## config.mk

```make
export PLATFORM = sky130hd
export DESIGN_NAME = uart_tx_fifo_flat
export DESIGN_NICKNAME = d
export VERILOG_FILES = /design/src/rtl/uart_tx_fifo_if.sv /design/src/rtl/uart_tx_fifo.sv /design/src/flat_wrapper.sv
export SDC_FILE = /design/constraint.sdc
export NUM_CORES = 1
export LEC_CHECK = 0
export BUFFER_PORTS_ARGS = -buffer_cell sky130_fd_sc_hd__buf_2
export CORE_MARGIN = 1.5
export CORE_UTILIZATION = 40
export DETAILED_ROUTE_END_ITERATION = 10
export PLACE_DENSITY = 0.64
export SETUP_SLACK_MARGIN = 0.3
export SLEW_MARGIN = 20
export SYNTH_ARGS = -nofsm -noshare
export SYNTH_HDL_FRONTEND = slang
export SYNTH_SLANG_ARGS = --single-unit
```

## constraint.sdc

```tcl
create_clock -name i_clk -period 5.29 [get_ports i_clk]
set_clock_uncertainty 0.15 [all_clocks]
set_input_delay 1.058 -clock i_clk [delete_from_list [all_inputs] [get_ports i_clk]]
set_output_delay 1.058 -clock i_clk [all_outputs]
set_load 0.1 [all_outputs]
```

## src/rtl/uart_tx_fifo_if.sv

```systemverilog
// rtl/uart_tx_fifo_if.sv - word handshake between the register port and the UART transmitter
interface uart_tx_fifo_if #(
    parameter int DATA_BITS = 8
);
    logic                 valid;
    logic [DATA_BITS-1:0] data;
    logic                 ready;

    modport master (output valid, output data, input ready);
    modport slave  (input valid, input data, output ready);
endinterface

```

## src/rtl/uart_tx_fifo.sv

```systemverilog
// rtl/uart_tx_fifo.sv - UART transmitter fed by a small word FIFO, back-to-back framing
module uart_tx_fifo #(
    parameter int CLK_DIVIDE = 868,
    parameter int DATA_BITS  = 8,
    parameter int PARITY     = 0,
    parameter int STOP_BITS  = 2,
    parameter int FIFO_DEPTH = 4
) (
    input  logic                        i_clk,
    input  logic                        i_resetn,
    uart_tx_fifo_if.slave               bus,
    output logic                        serial_out,
    output logic                        busy,
    output logic [$clog2(FIFO_DEPTH):0] level
);
    localparam int AW = $clog2(FIFO_DEPTH);
    localparam int LW = AW + 1;
    localparam int CW = $clog2(CLK_DIVIDE);
    localparam int BW = $clog2(DATA_BITS + 1);

    typedef enum logic [2:0] {S_IDLE, S_START, S_DATA, S_PARITY, S_STOP} state_t;

    state_t               state;
    logic [DATA_BITS-1:0] mem [FIFO_DEPTH];
    logic [AW-1:0]        wr_ptr;
    logic [AW-1:0]        rd_ptr;
    logic [DATA_BITS-1:0] shift;
    logic [DATA_BITS-1:0] head;
    logic                 par_bit;
    logic [CW-1:0]        clk_cnt;
    logic [BW-1:0]        bit_cnt;
    logic                 push;
    logic                 pop;
    logic                 last_tick;
    logic                 stop_done;

    assign bus.ready = (level != LW'(FIFO_DEPTH));
    assign push      = bus.valid && bus.ready;
    assign head      = mem[rd_ptr];
    assign last_tick = (clk_cnt == CW'(CLK_DIVIDE - 1));
    assign stop_done = last_tick && (bit_cnt == BW'(STOP_BITS - 1));
    // Popping at the end of the last stop period lets the next start bit follow with no idle gap.
    assign pop = (level != '0) && ((state == S_IDLE) || (state == S_STOP && stop_done));

    always_ff @(posedge i_clk) begin
        if (push) begin
            mem[wr_ptr] <= bus.data;
        end
    end

    always_ff @(posedge i_clk or negedge i_resetn) begin
        if (!i_resetn) begin
            wr_ptr <= '0;
            rd_ptr <= '0;
            level  <= '0;
        end else begin
            if (push) wr_ptr <= wr_ptr + 1'b1;
            if (pop)  rd_ptr <= rd_ptr + 1'b1;
            if (push && !pop) begin
                level <= level + 1'b1;
            end else if (pop && !push) begin
                level <= level - 1'b1;
            end
        end
    end

    always_ff @(posedge i_clk or negedge i_resetn) begin
        if (!i_resetn) begin
            state      <= S_IDLE;
            serial_out <= 1'b1;
            busy       <= 1'b0;
            clk_cnt    <= '0;
            bit_cnt    <= '0;
            shift      <= '0;
            par_bit    <= 1'b0;
        end else if (pop) begin
            shift      <= head;
            par_bit    <= (PARITY == 2) ? ~^head : ^head;
            clk_cnt    <= '0;
            bit_cnt    <= '0;
            serial_out <= 1'b0;
            busy       <= 1'b1;
            state      <= S_START;
        end else begin
            case (state)
                S_IDLE: begin
                    serial_out <= 1'b1;
                    busy       <= 1'b0;
                end
                default: begin
                    if (!last_tick) begin
                        clk_cnt <= clk_cnt + 1'b1;
                    end else begin
                        clk_cnt <= '0;
                        case (state)
                            S_START: begin
                                serial_out <= shift[0];
                                bit_cnt    <= '0;
                                state      <= S_DATA;
                            end
                            S_DATA: begin
                                if (bit_cnt == BW'(DATA_BITS - 1)) begin
                                    bit_cnt <= '0;
                                    if (PARITY != 0) begin
                                        serial_out <= par_bit;
                                        state      <= S_PARITY;
                                    end else begin
                                        serial_out <= 1'b1;
                                        state      <= S_STOP;
                                    end
                                end else begin
                                    bit_cnt    <= bit_cnt + 1'b1;
                                    shift      <= shift >> 1;
                                    serial_out <= shift[1];
                                end
                            end
                            S_PARITY: begin
                                serial_out <= 1'b1;
                                bit_cnt    <= '0;
                                state      <= S_STOP;
                            end
                            S_STOP: begin
                                if (bit_cnt == BW'(STOP_BITS - 1)) begin
                                    serial_out <= 1'b1;
                                    busy       <= 1'b0;
                                    state      <= S_IDLE;
                                end else begin
                                    bit_cnt <= bit_cnt + 1'b1;
                                end
                            end
                            default: state <= S_IDLE;
                        endcase
                    end
                end
            endcase
        end
    end
endmodule
```

## src/flat_wrapper.sv

```systemverilog
// flat-port wrapper written by rule: the top's interface ports become plain ports
module uart_tx_fifo_flat 
#(
    parameter int CLK_DIVIDE = 868,
    parameter int DATA_BITS  = 8,
    parameter int PARITY     = 0,
    parameter int STOP_BITS  = 2,
    parameter int FIFO_DEPTH = 4
)
  (i_clk, i_resetn, serial_out, busy, level, bus_valid, bus_data, bus_ready);
  uart_tx_fifo_if #(.DATA_BITS(DATA_BITS)) bus_i ();
  input  logic i_clk;
  input  logic i_resetn;
  output logic serial_out;
  output logic busy;
  output logic [$clog2(FIFO_DEPTH):0] level;
  input wire logic [$bits(bus_i.valid)-1:0] bus_valid;
  input wire logic [$bits(bus_i.data)-1:0] bus_data;
  output wire logic [$bits(bus_i.ready)-1:0] bus_ready;
  assign bus_i.valid = bus_valid;
  assign bus_i.data = bus_data;
  assign bus_ready = bus_i.ready;
  uart_tx_fifo #(.CLK_DIVIDE(CLK_DIVIDE), .DATA_BITS(DATA_BITS), .PARITY(PARITY), .STOP_BITS(STOP_BITS), .FIFO_DEPTH(FIFO_DEPTH)) u_core (.i_clk(i_clk), .i_resetn(i_resetn), .bus(bus_i), .serial_out(serial_out), .busy(busy), .level(level));
endmodule
```

Word-level counts from Yosys, hierarchy flattened
Memories as Yosys holds them, arrays and structs flattened.
Cells that the tools add are included.
{"block": "totals", "reg_bits": 34, "latchBits": 0, "mem_bits_rw": 32, "rom_bits": 0, "in_bits": 11, "out_inout_bits": 6, "word_cells": 90, "memories": 1}
{"block": "op_classes", "n_addsub": 6, "n_mul": 0, "div": 0, "magnitude_cmp": 0, "eq_ne": 14, "shift": 0, "n_mux": 35, "bitwise": 0, "n_reduce_logical": 25}
{"memory": "u_core.mem", "depth": 4, "width": 8, "rd": 1, "rd_clocked_by_memory_dff": 0, "wr": 1, "line_no": "uart_tx_fifo.sv:24", "rtl": "logic [DATA_BITS-1:0] mem [FIFO_DEPTH];"}
{"operator": "$mux 8", "count": 5}
{"operator": "$mux 10", "count": 3}
{"operator": "$mux 3", "count": 7}
{"operator": "$mux 4", "count": 5}
{"operator": "$mux 1", "count": 12}
{"operator": "$pmux 3 s4", "count": 1}
{"operator": "$pmux 4 s3", "count": 1}
{"operator": "$reduce_and 4->1", "count": 3}
{"operator": "$reduce_bool 3->1", "count": 4}
{"operator": "$add 10x1->10 const B", "count": 1}
{"operator": "$eq 10x10->1 const B", "count": 1}
{"operator": "$eq 3x2->1 const B", "count": 2}
{"operator": "$logic_and 1x1->1", "count": 6}
{"operator": "$ne 3x2->1 const B", "count": 2}
{"operator": "$reduce_and 3->1", "count": 2}
{"operator": "$reduce_bool 2->1", "count": 3}
{"operator": "$reduce_bool 6->1", "count": 1}
{"operator": "$add 2x1->2 const B", "count": 2}
{"operator": "$add 4x1->4 const B", "count": 1}
{"operator": "$eq 4x1->1 const B", "count": 1}
{"operator": "$eq 4x3->1 const B", "count": 1}
{"operator": "$ne 2x1->1 const B", "count": 2}
{"operator": "$ne 4x2->1 const B", "count": 1}
{"operator": "$pmux 1 s4", "count": 1}
{"operator": "11 further kinds", "count": 12}

Longest topological paths before layout
Gate-level depths: netlist of the first run.
{"block": "logic_depth", "ltp_word": 8, "ltp_mapped": 13, "ltp_nobuf": 12}

Worst setup path after synthesis of the first run
Ideal clock, no wire load.
{"block": "synth_path", "path_type": "register -> register", "from": "reg u_core.level[2]", "to": "reg u_core.level[1]", "setup_time_ns": 0.126, "arrival_ns": 3.254, "required_time_ns": 5.014, "slack_ns": 1.760, "path_stages_with_launch": 7, "path_buffers": 0, "period_less_slack_ns": 3.530, "cell_sequence": "dfrtp_1 -> nand2_1 -> and2_0 -> ha_1 -> inv_1 -> fa_1 -> mux2_2"}
{"block": "synth_between", "elab_chain_len": 5, "word_cells_on_any_way": 10, "cone_classes": "1 x eq/ne; 1 x mux; 8 x reduce/logical"}
{"element": "start: declaration", "line_no": "uart_tx_fifo.sv:14", "rtl": "output logic [$clog2(FIFO_DEPTH):0] level"}
{"element": "start signal: assignment", "line_no": "uart_tx_fifo.sv:60", "rtl": "level <= level + 1'b1;"}
{"element": "start signal: assignment", "line_no": "uart_tx_fifo.sv:62", "rtl": "level <= level - 1'b1;"}
{"element": "$ne 3x3->1 *", "line_no": "uart_tx_fifo.sv:37", "rtl": "assign bus.ready = (level != LW'(FIFO_DEPTH));"}
{"element": "net bus_ready", "line_no": "flat_wrapper.sv:19", "rtl": "output wire logic [$bits(bus_i.ready)-1:0] bus_ready;"}
{"element": "$logic_and 1x1->1 *", "line_no": "uart_tx_fifo.sv:38", "rtl": "assign push = bus.valid && bus.ready;"}
{"element": "net u_core.push", "line_no": "uart_tx_fifo.sv:32", "rtl": "logic push;"}
{"element": "$logic_not 1->1", "line_no": "uart_tx_fifo.sv:61", "rtl": "end else if (pop && !push) begin"}
{"element": "$logic_and 1x1->1", "line_no": "uart_tx_fifo.sv:61"}
{"element": "$reduce_bool 2->1 (no source line)"}
Mark *: on every way through the listed nets, which the timed path passes. The rest lies on a longest branch.
A chain may end at the register's enable or synchronous reset.

Worst setup path in the final report of the first run
{"block": "layout_path", "from": "reg u_core.bit_cnt[1]", "to": "reg u_core.level[1]"}
{"block": "layout_between", "elab_chain_len": 8, "word_cells_on_any_way": 10, "cone_classes": "1 x eq/ne; 1 x mux; 8 x reduce/logical"}
{"element": "start: declaration", "line_no": "uart_tx_fifo.sv:31", "rtl": "logic [BW-1:0] bit_cnt;"}
{"element": "start signal: assignment", "line_no": "uart_tx_fifo.sv:112", "rtl": "bit_cnt <= bit_cnt + 1'b1;"}
{"element": "start signal: assignment", "line_no": "uart_tx_fifo.sv:128", "rtl": "bit_cnt <= bit_cnt + 1'b1;"}
{"element": "$eq 4x1->1 *", "line_no": "uart_tx_fifo.sv:41", "rtl": "assign stop_done = last_tick && (bit_cnt == BW'(STOP_BITS - 1));"}
{"element": "$logic_and 1x1->1 *", "line_no": "uart_tx_fifo.sv:41"}
{"element": "$logic_and 1x1->1 *", "line_no": "uart_tx_fifo.sv:43", "rtl": "assign pop = (level != '0) && ((state == S_IDLE) || (state == S_STOP && stop_done));"}
{"element": "$logic_or 1x1->1 *", "line_no": "uart_tx_fifo.sv:43"}
{"element": "$logic_and 1x1->1 *", "line_no": "uart_tx_fifo.sv:43"}
{"element": "$logic_not 1->1", "line_no": "uart_tx_fifo.sv:59", "rtl": "if (push && !pop) begin"}
{"element": "$logic_and 1x1->1", "line_no": "uart_tx_fifo.sv:59"}
{"element": "$mux 3 / $reduce_bool 2->1 (equally long branches)"}
Every way passes the cells marked *; elsewhere a longest branch is shown, timed or not.

==> results by group, run 1 <==
Run status
  • Outcome: finished clean

Power and ir drop
  • Sw Pwr: 0.000436 W
  • Leak: 1.29 nW
  • Combinational cell fraction of total power: 0.206
  • Total power: 0.00129 W
  • Cell internal pwr: 0.000854 W
  • Clk pwr share: 0.292
  • Switching share of power: 0.338
  • Flop pwr share: 0.503
  • Maximum vdd drop: 0.000385 V
  • Power per cell area: 374 nW/um^2

Clocking
  • Post-CTS Setup Bufs: 0
  • Clk_lat worst skew: 0.34 ns
  • Sink Count: 66
  • H-tree depth: 3
  • CTS root buf: clkbuf_8
  • CTS tree: built
  • Post-CTS Hold Fix Bufs: 0
  • Worst-path clk slew: about 0.07 ns
  • Post_cts resized: 0
  • TritonCTS buffer count: 9
  • CTS max path bufs: 2

Final layout
  • Fill count: 689
  • Area of the multi-input gates: 1220 um^2
  • Diode count: 0
  • Synth-to-Final Area Change: 11.2%
  • Post-route insts no fill: approximately 370
  • Most frequent cells in the layout: dfrtp_1, edfxtp_1, nand2_1
  • Most common cell after layout, fill and taps aside: dfrtp_1
  • Core Util, Final: 0.468
  • Reg area: 1810 um^2
  • Nets: 284
  • Layout cells sized above 1: 0.204

Timing
  • Worst Tran Pin Value: a little under 0.8 ns
  • Final Hold Fails: 0
  • Slew Limit Headroom: 0.487
  • Setup TNS Final: 0 ns
  • Crit share post-route: 0.643
  • Final max-slew violation count: 0
  • Setup violations, final: 0
  • Max Fclk: 294 MHz
  • Tmin final: 3.40 ns
  • RSZ-0062 raised after global routing: no

Place
  • Inst Count DP: 352
  • Buffers on Ports: 16
  • Gpl congestion: 0.858
  • Detail Placement HPWL: 3710 um

Routing
  • Drt first-iter violations: between 200 and 250
  • Final ANT Viol Nets: 0
  • Met1 Routed Length: 2640 um
  • WL met3: 244 um
  • Number of remaining DRC errors: 0
  • Via count: about 1.9k
  • First-pass iteration count of the detailed router: 4
  • Drt wl/cell: 14.7 um
  • DR WL met2: 2450 um
  • Highest routed layer: met4
  • Vias/cell: 5.24
  • Final Routed Wirelength: 5400 um

Global route
  • Vias in the first global route: 1876
  • First-pass GRT wire length: a little over 9000 um
  • Initial antenna violation count: 0
  • Largest net degree at the start of global routing: 35
  • GRT Util Overall: 0.146
  • GRT overflow: 0

Logic synthesis
  • Post-synthesis async set-or-reset flop share: 0.515
  • Number of synthesized register bits: 66
  • Post-synth top area share: 0.310
  • Area contributors post-synth: edfxtp_1, dfrtp_1, mux4_2
  • Post-synthesis sequential area ratio: 0.585
  • Unique masters post-synth: 52
  • Post-synth EDFFs: 32
  • Area leader, netlist: edfxtp_1
  • Mapped Cells: 246
  • Syn Area/Cell: 12.6 um^2
  • Syn. warnings: 0
  • Main synth FF type: dfrtp_1
  • Syn_nets: 266
  • Cell Area, Synth: 3100 um^2

Floorplan
  • Die Area: 8290 um^2
  • Initial Util: 0.421
  • Row count: 31
  • Core area: 7370 um^2
  • Die span in y: approximately 91 um
  • DIE WIDTH: 91.1 um
  • IO Pins: 17

Worst setup path
  • WP data arrival: 3.47 ns
  • Required @ worst endpoint: 5.36 ns
  • Critical path startpoint category: flip-flop
  • Worst R2R Path Depth: 10
  • Critical Path Fanout Max: 19
  • Critical path type: flip-flop to flip-flop
  • Crit end category: flip-flop

Min path
  • Hold path depth: 2
  • Tightest Hold Check Type: flip-flop to flip-flop

Flow run
  • Max_cap viols: 0
[power groups by stage]
stage,clock network [W],logic (W),registers (W)
after detailed placement,0,0.000270,0.000660
final,0.000376,0.000265,0.000649
after CTS,0.000386,0.000270,0.000650
after floorplan,0,0.000127,0.000735
after global placement,0,0.000265,0.000656
after global routing,0.000403,0.000292,0.000658
[area by class of cell]
class | instances | area share
Sequential cell | 66 | 0.526
Tap cell | 99 | 0.0359
Inverter | 8 | 0.00871
Timing Repair Buffer | 17 | 0.0254
Clock inverter | 7 | 0.0156
Multi-Input combinational cell | 162 | 0.353
Clock buffer | 9 | 0.0359
[worst max-delay path, stage by stage, from the launching register on]
cell and delay, ns:
dfrtp_1 0.41, inv_1 0.07, ha_1 0.13, or3b_1 0.37, nor4_1 0.36, o21a_1 0.63, inv_1 0.19, ha_1 0.26
inv_1 0.07, fa_1 0.39, mux2_2 0.26
[per-layer routing]
layer | vias up | track usage
met1 | 919 | 0.199
met5 | - | 0
met3 | 4 | 0.0461
met4 | 0 | 0.0625
li1 | 955 | -
met2 | 52 | 0.212
[synthesized netlist by cell type, types with 2 or more instances]
| library cell | number |
|---|---|
| nor2_1 | 10 |
| inv_1 | 8 |
| o31ai_1 | 3 |
| or3_1 | 3 |
| and2_1 | 2 |
| or2_2 | 2 |
| o21ai_2 | 7 |
| nand2b_1 | 3 |
| mux4_2 | 8 |
| xnor2_1 | 5 |
| buf_1 | 3 |
| nand3_1 | 4 |
| a21o_1 | 2 |
| nor3_1 | 5 |
| edfxtp_1 | 32 |
| clkbuf_1 | 5 |
| nand2_1 | 24 |
| a21oi_1 | 5 |
| ha_1 | 8 |
| mux2i_1 | 8 |
| a31oi_1 | 2 |
| o21ai_0 | 16 |
| and3_1 | 7 |
| o41ai_1 | 2 |
| xor2_1 | 3 |
| o221ai_1 | 2 |
| nor3b_1 | 2 |
| o22ai_1 | 3 |
| o21ai_1 | 6 |
| dfrtp_1 | 33 |
| nand4_1 | 2 |
[kinds of logic after synthesis]
| group | share of synthesized area |
|---|---|
| AND/OR/NAND/NOR | 0.131 |
| multiplexers | 0.0875 |
| adder cells (fa/ha/maj) | 0.0387 |
| buffers and inverters | 0.0234 |
| XOR/XNOR | 0.0226 |
| AO/OA/AOI/OAI | 0.113 |
| flip-flops | 0.585 |
[worst paths after layout]
| kind | endpoint | slack (ns) | start |
|---|---|---|---|
| max reg2reg | u_core.level[1]$_DFFE_PN0P_ | 1.89 | u_core.bit_cnt[1]$_DFFE_PN0P_ |
| min | u_core.busy$_DFFE_PN0P_ | 0.34 | u_core.busy$_DFFE_PN0P_ |
| max | u_core.level[1]$_DFFE_PN0P_ | 1.89 | u_core.bit_cnt[1]$_DFFE_PN0P_ |
| min reg2reg | u_core.busy$_DFFE_PN0P_ | 0.34 | u_core.busy$_DFFE_PN0P_ |
| min in group asynchronous | u_core.shift[7]$_DFFE_PN0P_ | 0.64 | i_resetn |
| max in group asynchronous | u_core.wr_ptr[0]$_DFFE_PN0P_ | 3.86 | i_resetn |
[state kept, by name, summed over array words and instances (netlist names)]
name	cells
u_core.mem	32
u_core.clk_cnt	10
u_core.shift	8
u_core.bit_cnt	4
u_core.level	3
u_core.state	3
u_core.rd_ptr	2
u_core.wr_ptr	2
u_core.busy	1
u_core.serial_out	1
[through the flow]
stage,area [um^2],setup slack [ns],hold slack [ns]
2_1_floorplan,3100,1.76,0.323
3_3_place_gp,3270,1.93,0.333
3_5_place_dp,3270,1.85,0.333
4_1_cts,3450,1.84,0.352
5_1_grt,3450,1.55,0.373
6_report,3450,1.89,0.339
(Power assumes the default switching activity.)
==> inputs of run 2 (changes only) <==
clock period = 3.2 ns   (was 5.29 ns; I/O delays follow)
==> run 2 against run 1 <==
Wire length grew 1.9%. Setup slack lost 1.5 ns. Sequential share of layout area shrank 1.3 points. Clock power grew 130%. Power grew 86%. Maximum frequency grew 22%. Design area grew 2.6%. Global-route usage grew 0.24 points. Register-to-register slack lost 1.5 ns. First-iteration DRC count shrank 42%.
==> results by group, run 2 (synthesized netlist as in run 1, its figures left out) <==
Final layout
  • Largest register FFs: 32 (unchanged)
  • Synth-to-Final Area Change: 14.1%
  • Nets: 285 (+0.35%)
  • Register name with the most flops: u_core.mem
  • Most frequent cells in the layout: edfxtp_1, dfrtp_1, nand2_1
  • Layout cells sized above 1: 0.230 (+0.0252)
  • Diode count: 0 (unchanged)
  • Most common cell after layout, fill and taps aside: edfxtp_1
  • Biggest regs: u_core.mem: 32 flops, u_core.clk_cnt: 10 flops, u_core.shift: 8 flops
  • Core Util, Final: 0.480 (+0.0124)

Worst setup path
  • Number of cells on the critical path: 10 (unchanged)
  • Worst setup startpoint: u_core.bit_cnt[1]$_DFFE_PN0P_
  • Slowest-stage cell, CP: dfrtp_1
  • Peak per-stage delay on the critical path: 0.41 ns (-0.22 ns)
  • Crit end category: flip-flop
  • Critical Path Fanout Max: 4 (-15)
  • Required @ worst endpoint: 3.29 ns (-2.07 ns)
  • Worst R2R Path Depth: 10 (unchanged)
  • End of the critical path: u_core.level[1]$_DFFE_PN0P_
  • Critical path type: flip-flop to flip-flop
  • Critical path startpoint category: flip-flop
  • RR Startpoint: u_core.bit_cnt[1]$_DFFE_PN0P_
  • Worst Path Buf+Inv: 3 (unchanged)
  • R2r endpoint: u_core.level[1]$_DFFE_PN0P_
  • Crit path top cell by count: inv_1
  • Worst path top cell family by delay: adder cells
  • R2R Setup Slk: 0.42 ns (-1.47 ns)
  • WP data arrival: 2.87 ns (-0.60 ns)
  • Critical path, cell by cell: inv_1, ha_1, or3b_1, nor4_2, o21a_1, inv_1, ha_1, inv_1, fa_1, mux2_2

Run status
  • Outcome: finished clean

Floorplan
  • Row count: 31 (unchanged)
  • Die span in y: 91.1 um (unchanged)
  • IO Pins: 17 (unchanged)
  • Initial Util: 0.421 (unchanged)
  • Die Area: 8290 um^2 (unchanged)
  • Core area: 7370 um^2 (unchanged)
  • DIE WIDTH: 91.1 um (unchanged)

Timing
  • Slew Limit Headroom: 0.475 (-0.0124)
  • Worst Tran Pin Value: 0.788 ns (+0.0186 ns)
  • Max Fclk: 360 MHz (+22%)
  • Tmin final: 2.78 ns (-0.619 ns)
  • Final max-slew violation count: 0 (unchanged)
  • Crit share post-route: 0.869 (+0.226)
  • RSZ-0062 raised after global routing: no
  • Final worst slack: 0.419 ns (-1.47 ns)
  • Setup TNS Final: 0 ns (unchanged)
  • Setup violations, final: 0 (unchanged)
  • Final Hold Fails: 0 (unchanged)

Flow run
  • Max_cap viols: 0 (unchanged)

Place
  • Gpl congestion: 0.860 (+0.20%)
  • Buffers on Ports: 16 (unchanged)
  • Pre-CTS setup slack: 0.388 ns (-1.46 ns)
  • Detail Placement HPWL: 3680 um (-1.0%)

Power and ir drop
  • Total power: 0.00239 W (+86%)
  • Leak: 1.34 nW (+3.4%)
  • Maximum vdd drop: 0.000529 V (+37%)
  • Power per cell area: 676 nW/um^2 (+81%)

Global route
  • Vias in the first global route: 1949 (+3.9%)
  • GRT overflow: 0 (unchanged)
  • First-pass GRT wire length: 9360 um (+1.4%)
  • Largest net degree at the start of global routing: 35 (unchanged)
  • GRT Util Overall: 0.148 (+0.00244)
  • Initial antenna violation count: 0 (unchanged)

Routing
  • Final Routed Wirelength: 5500 um (+1.9%)
  • Vias/cell: 5.30 (+1.0%)
  • Via count: 1955 (+1.3%)
  • Number of remaining DRC errors: 0 (unchanged)
  • Final ANT Viol Nets: 0 (unchanged)
  • Drt first-iter violations: 130 (-42%)
  • First-pass iteration count of the detailed router: 4 (unchanged)
  • Drt wl/cell: 14.9 um (+1.6%)

Clocking
  • Sink Count: 66 (unchanged)
  • H-tree depth: 3 (unchanged)
  • Worst-path clk slew: 0.08 ns (about the same)
  • CTS max path bufs: 2 (unchanged)
  • CTS tree: built
  • Clk_lat worst skew: 0.35 ns (about the same)
  • TritonCTS buffer count: 9 (unchanged)
  • CTS root buf: clkbuf_8

Min path
  • Tightest Hold Check Type: input port to async pin
-- run 2: cell count changes in the layout (fill, tap and decap cells not counted), moves of 2 or more --
cell,change
clkinvlp_4,-2
bufinv_16,+3
dfrtp_2,+3
dfrtp_1,-3
-- run 2: worst min-delay path by stage --
| stage | end | slack (ns) | depth (start not counted) |
|---|---|---|---|
| after detailed placement | u_core.busy$_DFFE_PN0P_ | 0.35 | 2 |
| final | u_core.shift[4]$_DFFE_PN0P_ | 0.21 | 1 |
| after floorplan | u_core.bit_cnt[0]$_DFFE_PN0P_ | 0.19 | 0 |
| after global placement | u_core.busy$_DFFE_PN0P_ | 0.34 | 2 |
| after global routing | u_core.bit_cnt[3]$_DFFE_PN0P_ | 0.28 | 1 |
| after CTS | u_core.shift[3]$_DFFE_PN0P_ | 0.24 | 1 |
-- run 2: metal layers --
| metal | up-vias | part of all wire | GRT usage |
|---|---|---|---|
| li1 | 956 | - | - |
| met1 | 950 | 0.48 | 0.192 |
| met2 | 40 | 0.46 | 0.219 |
| met3 | 9 | 0.035 | 0.0394 |
| met4 | 0 | 0.022 | 0.0938 |
| met5 | - | 0 | 0 |
-- run 2: layout make-up --
type | instances | area [um^2]
clock inverters | 7 | 125
repair buffers | 18 | 95.1
multi-input cells | 162 | 1220
inverters | 8 | 30.0
flip-flops and latches | 66 | 1820
well taps | 99 | 124
fillers | 686 | 3830
clock buffers | 9 | 124
-- run 2: report_power, final --
group | internal [W] | switching (W)
Clock | 0.000525 | 0.000350
Combinational | 0.000116 | 0.000329
Sequential | 0.00102 | 0.0000559
-- run 2: worst register-to-register path: cells and delay by family, from the launching register on --
| family | cells | cell delay, ns |
|---|---|---|
| multiplexers | 1 | 0.26 |
| AO/OA/AOI/OAI | 1 | 0.17 |
| adder cells (fa/ha/maj) | 3 | 0.74 |
| AND/OR/NAND/NOR | 2 | 0.73 |
| buffers and inverters | 3 | 0.20 |
| flip-flops | 1 | 0.41 |
-- run 2: stage by stage --
step	area, um^2	hold slack [ns]	cells
after detailed placement	3280	0.352	353
after floorplan	3110	0.194	246
after global placement	3280	0.341	353
after global routing	3540	0.281	369
final	3540	0.209	369
after CTS	3530	0.236	369
-- run 2: repair_timing --
action / in CTS / in global routing
resized for setup: 0 / 1
hold buffers: 0 / 0
setup endpoints to repair: 0 / 1
buffers inserted: 0 / 0
==> inputs of run 3 (changes only) <==
RECOVER_POWER = 100   (was not set)
SETUP_SLACK_MARGIN = 0.2   (was 0.3)
==> run 3 against run 2 <==
The flow now finishes with violations (capacitance limit, slew limit). Maximum frequency down 0.59%. Final cell count unchanged. Non-clock buffer count unchanged. Sequential power about the same. Highest routed layer unchanged.
==> results by group, run 3 (synthesized netlist as in run 1, its figures left out) <==
Timing
  • Setup violations, final: 0 (unchanged)
  • Final Hold Fails: 0 (unchanged)
  • Crit share post-route: 0.874 (+0.00515)
  • Max Fclk: 357 MHz (-0.59%)
  • Tmin final: 2.80 ns (+0.0165 ns)
  • Setup TNS Final: 0 ns (unchanged)
  • Final max-slew violation count: 35 (+35)
  • RSZ-0062 raised after global routing: no
  • Worst Tran Pin Value: 1.88 ns (+1.09 ns)
  • Slew Limit Headroom: -0.252 (-0.727)

Global route
  • GRT overflow: 0 (unchanged)
  • GRT Util Overall: 0.148 (unchanged)
  • Vias in the first global route: 1949 (unchanged)
  • First-pass GRT wire length: 9360 um (unchanged)
  • Largest net degree at the start of global routing: 35 (unchanged)
  • Initial antenna violation count: 0 (unchanged)

Final layout
  • Synth-to-Final Area Change: 12.1%
  • Register name with the most flops: u_core.mem
  • Most common cell after layout, fill and taps aside: edfxtp_1
  • Core Util, Final: 0.472 (-0.00849)
  • Nets: 285 (unchanged)
  • Most frequent cells in the layout: edfxtp_1, dfrtp_1, o21ai_0
  • Diode count: 0 (unchanged)
  • Largest register FFs: 32 (unchanged)
  • Layout cells sized above 1: 0.130 (-0.100)
  • Biggest regs: u_core.mem: 32 flops, u_core.clk_cnt: 10 flops, u_core.shift: 8 flops

Worst setup path
  • Worst setup startpoint: u_core.bit_cnt[1]$_DFFE_PN0P_
  • WP data arrival: 2.89 ns (+0.02 ns)
  • Critical path startpoint category: flip-flop
  • Critical path type: flip-flop to flip-flop
  • R2r endpoint: u_core.level[1]$_DFFE_PN0P_
  • R2R Setup Slk: 0.40 ns (-0.02 ns)
  • RR Startpoint: u_core.bit_cnt[1]$_DFFE_PN0P_
  • Critical Path Fanout Max: 4 (unchanged)
  • Crit end category: flip-flop
  • Required @ worst endpoint: 3.29 ns (about the same)
  • Worst R2R Path Depth: 10 (unchanged)
  • End of the critical path: u_core.level[1]$_DFFE_PN0P_

Power and ir drop
  • Leak: 1.28 nW (-4.5%)
  • Combinational cell fraction of total power: 0.183 (-0.003)
  • Cell internal pwr: 0.00165 W (-0.70%)
  • Clk pwr share: 0.367 (about the same)
  • Switching share of power: 0.308 (+0.00129)
  • Sw Pwr: 0.000735 W (about the same)
  • Power per cell area: 685 nW/um^2 (+1.3%)
  • Total power: 0.00238 W (-0.51%)
  • Maximum vdd drop: 0.000521 V (-1.6%)
  • Flop pwr share: 0.450 (+0.002)

Run status
  • Outcome: finished, violations left
  • Failing checks: capacitance limit, slew limit

Clocking
  • Post-CTS Hold Fix Bufs: 0 (unchanged)
  • H-tree depth: 3 (unchanged)
  • Post_cts resized: 0 (unchanged)
  • CTS max path bufs: 2 (unchanged)
  • Post-CTS Setup Bufs: 0 (unchanged)
  • Clk_lat worst skew: 0.35 ns (about the same)
  • CTS root buf: clkbuf_8
  • Sink Count: 66 (unchanged)
  • TritonCTS buffer count: 9 (unchanged)
  • Worst-path clk slew: 0.08 ns (about the same)
  • CTS tree: built

Routing
  • Final ANT Viol Nets: 0 (unchanged)
  • Via count: 1951 (-0.20%)
  • Drt wl/cell: 14.8 um (-0.62%)
  • Number of remaining DRC errors: 0 (unchanged)
  • Drt first-iter violations: 117 (-10%)
  • First-pass iteration count of the detailed router: 4 (unchanged)
  • Vias/cell: 5.29 (-0.20%)
  • Final Routed Wirelength: 5470 um (-0.62%)

Floorplan
  • Row count: 31 (unchanged)
  • Die span in y: 91.1 um (unchanged)
  • Core area: 7370 um^2 (unchanged)
  • DIE WIDTH: 91.1 um (unchanged)
  • Initial Util: 0.421 (unchanged)
  • IO Pins: 17 (unchanged)
  • Die Area: 8290 um^2 (unchanged)

Place
  • Gpl congestion: 0.860 (unchanged)
  • Buffers on Ports: 16 (unchanged)
  • Detail Placement HPWL: 3680 um (unchanged)

Flow run
  • Max_cap viols: 1 (+1)

Min path
  • Tightest Hold Check Type: flip-flop to flip-flop
[run 3: cell types whose count changed in the layout (fill, tap and decap cells not counted), sizes merged]
| cell | before | now |
|---|---|---|
| buf | 18 | 1 |
| clkbuf | 9 | 26 |
[run 3: layout make-up]
class,count,area [um^2]
fillers,702,3890
clock buffers,9,124
flip-flops and latches,66,1820
clock inverters,7,125
inverters,8,30.0
repair buffers,18,68.8
well taps,99,124
multi-input cells,162,1190
[run 3: metal layers]
metal  global-route usage  share of wire  up-vias
met3               0.0394          0.040        9
met5                    0              0        -
met1                0.192           0.48      950
met2                0.219           0.46       39
met4               0.0938          0.022        0
li1                     -              -      953
[run 3: worst min path at each step]
stage | startpoint | endpoint | slack, ns | cells after the start
2_1_floorplan | i_resetn | u_core.bit_cnt[0]$_DFFE_PN0P_ | 0.19 | 0
3_3_place_gp | u_core.busy$_DFFE_PN0P_ | u_core.busy$_DFFE_PN0P_ | 0.34 | 2
3_5_place_dp | u_core.busy$_DFFE_PN0P_ | u_core.busy$_DFFE_PN0P_ | 0.35 | 2
4_1_cts | i_resetn | u_core.shift[3]$_DFFE_PN0P_ | 0.24 | 1
5_1_grt | u_core.level[2]$_DFFE_PN0P_ | u_core.level[2]$_DFFE_PN0P_ | 0.38 | 1
6_report | u_core.level[2]$_DFFE_PN0P_ | u_core.level[2]$_DFFE_PN0P_ | 0.35 | 1
[run 3: stage by stage]
| stage | hold slack (ns) | std cells | instance area (um^2) | worst slack, ns |
|---|---|---|---|---|
| final | 0.355 | 369 | 3480 | 0.403 |
| after global placement | 0.341 | 353 | 3280 | 0.466 |
| after global routing | 0.377 | 369 | 3480 | 0.271 |
| after floorplan | 0.194 | 246 | 3110 | 0.370 |
| after detailed placement | 0.352 | 353 | 3280 | 0.388 |
| after CTS | 0.236 | 369 | 3530 | 0.382 |
[run 3: critical path, cell delays in order, from the launching register on]
cell and delay, ns:
dfrtp_1 0.41, inv_1 0.06, ha_1 0.14, or3b_1 0.36
nor4_1 0.38, o21a_1 0.17, inv_1 0.07, ha_1 0.20
inv_1 0.07, fa_1 0.40, mux2_2 0.26
[run 3: power groups by stage]
stage,Sequential (W),Combinational (W),Clock [W]
after floorplan,0.00122,0.000212,0
after global placement,0.00109,0.000447,0
after detailed placement,0.00109,0.000455,0
after CTS,0.00108,0.000454,0.000895
after global routing,0.00109,0.000473,0.000924
final,0.00107,0.000435,0.000874
